===== src/rtl/tx_pp_pkg.sv =====
// Shared constants for the TX ping-pong frame buffer.
package tx_pp_pkg;

  // Number of pages in the ping-pong pair
  localparam int PAGE_NUM = 2;
  // Byte address width within one page
  localparam int ADDR_W   = 8;
  // Byte width
  localparam int DATA_W   = 8;
  // Width of the successful-frame counter
  localparam int CNT_W    = 8;
  // Bits needed to select a page
  localparam int SEL_W    = $clog2(PAGE_NUM);

endpackage


===== src/rtl/tx_dpram.sv =====
// Simple dual-port RAM: one write port, one registered read port.
// The read register clears on reset; the storage array is never cleared.
import tx_pp_pkg::*;

module tx_dpram #(
  parameter int AW = ADDR_W + SEL_W,
  parameter int DW = DATA_W
) (
  input  logic          clk,
  input  logic          reset_n,
  input  logic          i_we,
  input  logic [AW-1:0] i_waddr,
  input  logic [DW-1:0] i_wdata,
  input  logic [AW-1:0] i_raddr,
  output logic [DW-1:0] o_rdata
);

  logic [DW-1:0] r_mem [0:(2**AW)-1];
  logic [DW-1:0] r_rdata;

  // Write port: store the byte at the requested address
  always_ff @(posedge clk) begin
    if (i_we) begin
      r_mem[i_waddr] <= i_wdata;
    end
  end

  // Read port: one-cycle registered read, output register cleared by reset
  always_ff @(posedge clk) begin
    if (!reset_n) begin
      r_rdata <= {DW{1'b0}};
    end else begin
      r_rdata <= r_mem[i_raddr];
    end
  end

  assign o_rdata = r_rdata;

endmodule


===== src/rtl/tx_pp_ram.sv =====
// Two-page ping-pong frame buffer feeding the TX byte serializer.
// The CPU fills the write page and submits it; the serializer reads the
// other page and releases it with read_done (cd_err marks an abort).
import tx_pp_pkg::*;

module tx_pp_ram #(
  parameter int ADDR_W = tx_pp_pkg::ADDR_W,
  parameter int DATA_W = tx_pp_pkg::DATA_W
) (
  input  logic              clk,
  input  logic              reset_n,
  input  logic              wr_en,
  input  logic [ADDR_W-1:0] wr_addr,
  input  logic [DATA_W-1:0] wr_data,
  input  logic              switch_req,
  output logic              switch_err,
  output logic              has_free,
  output logic              unread,
  input  logic [ADDR_W-1:0] addr,
  output logic [DATA_W-1:0] data,
  input  logic              read_done,
  input  logic              cd_err,
  output logic              tx_done,
  output logic              tx_err,
  output logic [CNT_W-1:0]  sent_cnt
);

  logic             r_wr_sel;
  logic             r_unread;
  logic             r_switch_err;
  logic             r_tx_done;
  logic             r_tx_err;
  logic [CNT_W-1:0] r_sent_cnt;

  logic             w_release;
  logic             w_accept;
  logic             w_reject;
  logic [ADDR_W:0]  w_waddr;
  logic [ADDR_W:0]  w_raddr;

  // Release of the pending frame takes priority; a switch may reuse the page freed this cycle
  always_comb begin
    w_release = read_done & r_unread;
    w_accept  = switch_req & (~r_unread | read_done);
    w_reject  = switch_req & ~w_accept;
  end

  // CPU writes go to the page it owns; the serializer reads the other one
  assign w_waddr = {r_wr_sel, wr_addr};
  assign w_raddr = {~r_wr_sel, addr};

  tx_dpram #(
    .AW (ADDR_W + 1),
    .DW (DATA_W)
  ) u_ram (
    .clk     (clk),
    .reset_n (reset_n),
    .i_we    (wr_en),
    .i_waddr (w_waddr),
    .i_wdata (wr_data),
    .i_raddr (w_raddr),
    .o_rdata (data)
  );

  // Page ownership, frame status pulses and the sent-frame counter
  always_ff @(posedge clk) begin
    if (!reset_n) begin
      r_wr_sel     <= 1'b0;
      r_unread     <= 1'b0;
      r_switch_err <= 1'b0;
      r_tx_done    <= 1'b0;
      r_tx_err     <= 1'b0;
      r_sent_cnt   <= {CNT_W{1'b0}};
    end else begin
      r_tx_done    <= w_release & ~cd_err;
      r_tx_err     <= w_release & cd_err;
      r_switch_err <= w_reject;
      if (w_release && !cd_err) begin
        r_sent_cnt <= r_sent_cnt + {{(CNT_W-1){1'b0}}, 1'b1};
      end
      if (w_accept) begin
        r_wr_sel <= ~r_wr_sel;
        r_unread <= 1'b1;
      end else if (w_release) begin
        r_unread <= 1'b0;
      end
    end
  end

  assign unread     = r_unread;
  assign has_free   = ~r_unread;
  assign switch_err = r_switch_err;
  assign tx_done    = r_tx_done;
  assign tx_err     = r_tx_err;
  assign sent_cnt   = r_sent_cnt;

endmodule


===== config.mk =====
export PLATFORM = sky130hd
export DESIGN_NAME = tx_pp_ram
export DESIGN_NICKNAME = d
export VERILOG_FILES = /design/src/rtl/tx_pp_pkg.sv /design/src/rtl/tx_dpram.sv /design/src/rtl/tx_pp_ram.sv
export SDC_FILE = /design/constraint.sdc
export NUM_CORES = 2
export LEC_CHECK = 0
export BUFFER_PORTS_ARGS = -buffer_cell sky130_fd_sc_hd__buf_2
export CAP_MARGIN = 5
export CORE_ASPECT_RATIO = 1.25
export CORE_UTILIZATION = 46
export CTS_BUF_LIST = sky130_fd_sc_hd__clkbuf_16
export CTS_CLUSTER_SIZE = 30
export DETAILED_ROUTE_END_ITERATION = 8
export SYNTH_ARGS = -nofsm -noshare
export SYNTH_HDL_FRONTEND = slang
export SYNTH_HIERARCHICAL = 1
export SYNTH_SLANG_ARGS = --single-unit

===== constraint.sdc =====
create_clock -name clk -period 7.95 [get_ports clk]
set_input_delay 1.9875 -clock clk [delete_from_list [all_inputs] [get_ports clk]]
set_output_delay 1.9875 -clock clk [all_outputs]
set_load 0.01 [all_outputs]

==> impl_metrics.json <==
{
  "start_util": 0.4617,
  "ys_types": 68,
  "synth_top_cell_by_area": "edfxtp_1",
  "reg2reg_setup_slack_ps": 3830,
  "hold_violations": 0,
  "dr.pass1.iters": 6,
  "cp_max_fo": 37,
  "finalNonFillerCells": 12820,
  "outcome": "finished, final reports clean",
  "worstSetupEndpointType": "register",
  "fin_setup_tns_ps": 0,
  "final.min_clock_period_ps": 5617,
  "path_cells": "buf_6, inv_8, nand2_1, a211oi_1, a22oi_1, a31oi_1, a311o_1, a2111oi_1, or3_1",
  "layout_commonest_cell": "edfxtp_1",
  "required_ps": 8850,
  "nets": 7878,
  "clockBufferDepth": 4,
  "max_cap_viol_count": 0,
  "slew_violations": 0,
  "grt_pass1_vias": 79901,
  "routabilityCongestion": 0.8699,
  "powerDensity_nw_per_um2": 250.1,
  "nFillCells": 27264,
  "grt-ovfl-total": 0,
  "post-place-cells": 12084,
  "clock-sinks": 4117,
  "synthArstFlopShare": 0,
  "cts_root_buf": "clkbuf_16",
  "die-area_um2": 351000,
  "p_leak_nw": 55.77,
  "portBuffers": 50,
  "antenna_found_initial": 21,
  "syn_area_um2": 160400,
  "cpLargestDelayFamily": "compound AO/OA/AOI/OAI gates",
  "max_slew.worst_pin.slew_ps": 1465,
  "totalWireLength_mm": 426.6,
  "hold_path.class": "register to register",
  "rsz0062_at_grt": "no",
  "synth_cells": 7676,
  "synth_edf_count": 4096,
  "grt_pass1_wl_mm": 603.5,
  "max_freq_ghz": 0.1780,
  "max_stage_delay_ps": 930,
  "rows": 242,
  "drc": 0,
  "synth_top_cell_area_share": 0.7671,
  "crit_type": "input pin to register",
  "vias": 78927,
  "finalSetupViolations": 0,
  "coreArea_um2": 347300,
  "drive_gt1_frac": 0.2081,
  "cts_tree": "built",
  "hpwl_mm": 261.8,
  "fin_ws_ps": 2333,
  "startpoint": "addr[4]",
  "dr.first_iter.drc_count": 8645,
  "holdBufCountCts": 0,
  "pre_cts_slack_ps": 1319,
  "clk_pin_slew_ps": 60,
  "wl_per_cell_um": 33.27,
  "fp.dieW_um": 530.1,
  "timing.hold.ws_ps": 497.0,
  "power_mw": 44.64,
  "viasPerCell": 6.157,
  "cts_max_level": 5,
  "track_usage": 0.2426,
  "syn_avg_cell_area_um2": 20.89,
  "hp-start": "sent_cnt[7]",
  "mostFrequentLayoutCells": "edfxtp_1 (4,096), mux4_2 (851), nor2_1 (616)",
  "ys_warn_count": 6,
  "ys.flop_type": "edfxtp_1",
  "post_cts_resized": 0,
  "slew_headroom": 0.02319,
  "syn_nets": 7707,
  "fin_skew_ps": 73.96,
  "ant_nets": 0,
  "slowest_stage": "a2111oi_1",
  "synthTopCellsByArea": "edfxtp_1 (77%), mux4_2 (12%), mux2i_1 (2.9%), nor2_1 (1.4%), o221ai_1 (0.63%)",
  "die_h_um": 662.1,
  "crit_arrival_ps": 6510,
  "path_buf_inv": 2,
  "cts_setup_buffers": 0,
  "period_share": 0.7066,
  "peakVddDrop_mv": 0.1754,
  "io_pins": 51,
  "critical_path.startpoint_type": "input pin",
  "areaGrowthSynthToFinish_pct": 11.31,
  "synth_seq_cells": 4117,
  "grt_max_degree": 209,
  "cts_buffers": 397,
  "clock_latency_ps": 970,
  "synth_seq_area_share": 0.7697,
  "regToRegStartpoint": "r_wr_sel"
}
==> worst paths after layout <==
check                           to  cells past startpoint
hold reg to reg        sent_cnt[7]                      2
hold / removal         sent_cnt[7]                      2
setup reg to reg  u_ram/o_rdata[7]                      6
setup / recovery  u_ram/o_rdata[7]                      9
==> layer usage <==
metal | up-vias | GRT usage | wire length [µm]
met4 | 14 | 0.1091 | 20780
met3 | 773 | 0.03390 | 27620
li1 | 32350 | - | -
met1 | 42482 | 0.3064 | 159100
met2 | 3308 | 0.4169 | 219000
met5 | - | 0 | 91
==> power breakdown <==
group | internal, mW | switching [mW]
Clock | 10.5 | 8.00
Sequential | 23.9 | 0.0198
Combinational | 0.711 | 1.49
==> kinds of logic (layout without fill, tap and decap cells) <==
logic type | count (synthesis) | count (layout) | share of synthesized area
XOR/XNOR | 2 | 2 | 0.0001093
multiplexers | 1354 | 1354 | 0.1538
adder cells (fa/ha/maj) | 1 | 1 | 0.00007802
buffers and inverters | 478 | 968 | 0.01935
AO/OA/AOI/OAI | 677 | 677 | 0.02918
other | 0 | 18 | 0
AND/OR/NAND/NOR | 1047 | 1047 | 0.02779
flip-flops | 4117 | 4117 | 0.7697
==> flip-flops by register name, indices dropped and copies added, names as in the netlist <==
register       count
unread             1
tx_err             1
u_ram/r_mem     4096
switch_err         1
tx_done            1
u_ram/o_rdata      8
r_wr_sel           1
sent_cnt           8
==> metrics by stage <==
stage               cell area (µm²)  utilization
finish                       178500       0.5139
CTS                          178400       0.5138
floorplan                    160400            -
global route                 178500       0.5138
detailed placement           165700       0.4771
global placement             165700       0.4771
==> area by class of cell <==
type	instances	area, µm²	area share
Timing Repair Buffer	240	2382	0.01335
Inverter	10	47.55	0.0002664
Antenna cell	18	45.04	0.0002524
Tap cell	4636	5801	0.03250
Clock inverter	314	2621	0.01469
Clock buffer	404	10110	0.05664
Sequential cell	4117	123400	0.6915
Multi-Input combinational cell	3081	34060	0.1908
==> Yosys cell counts (all sizes together) (6+ instances only) <==
library cell and number:
edfxtp 4096, mux4 879, nor2 619, mux2i 468, buf 268, clkbuf 200
nand2 183, a21oi 124, o221ai 116, o21ai 97, o22ai 90, nor3 67
a22oi 65, nand3 59, a211oi 36, a221oi 32, dfxtp 21, a31oi 18
nor2b 18, nor4 18, or3 18, o211ai 15, a2111oi 12, a22o 12
o2111ai 11, or4 11, nand4 10, a211o 8, a32oi 8, and3 8
inv 8, mux2 7, o31ai 7, and2 6, nand2b 6
==> worst min-delay path: cells and delay by family (launching register included) <==
family / cells / cell delay (ps)
flops: 1 / 320
mux: 1 / 60
simple gates: 1 / 60
(Power assumes the default switching activity.)
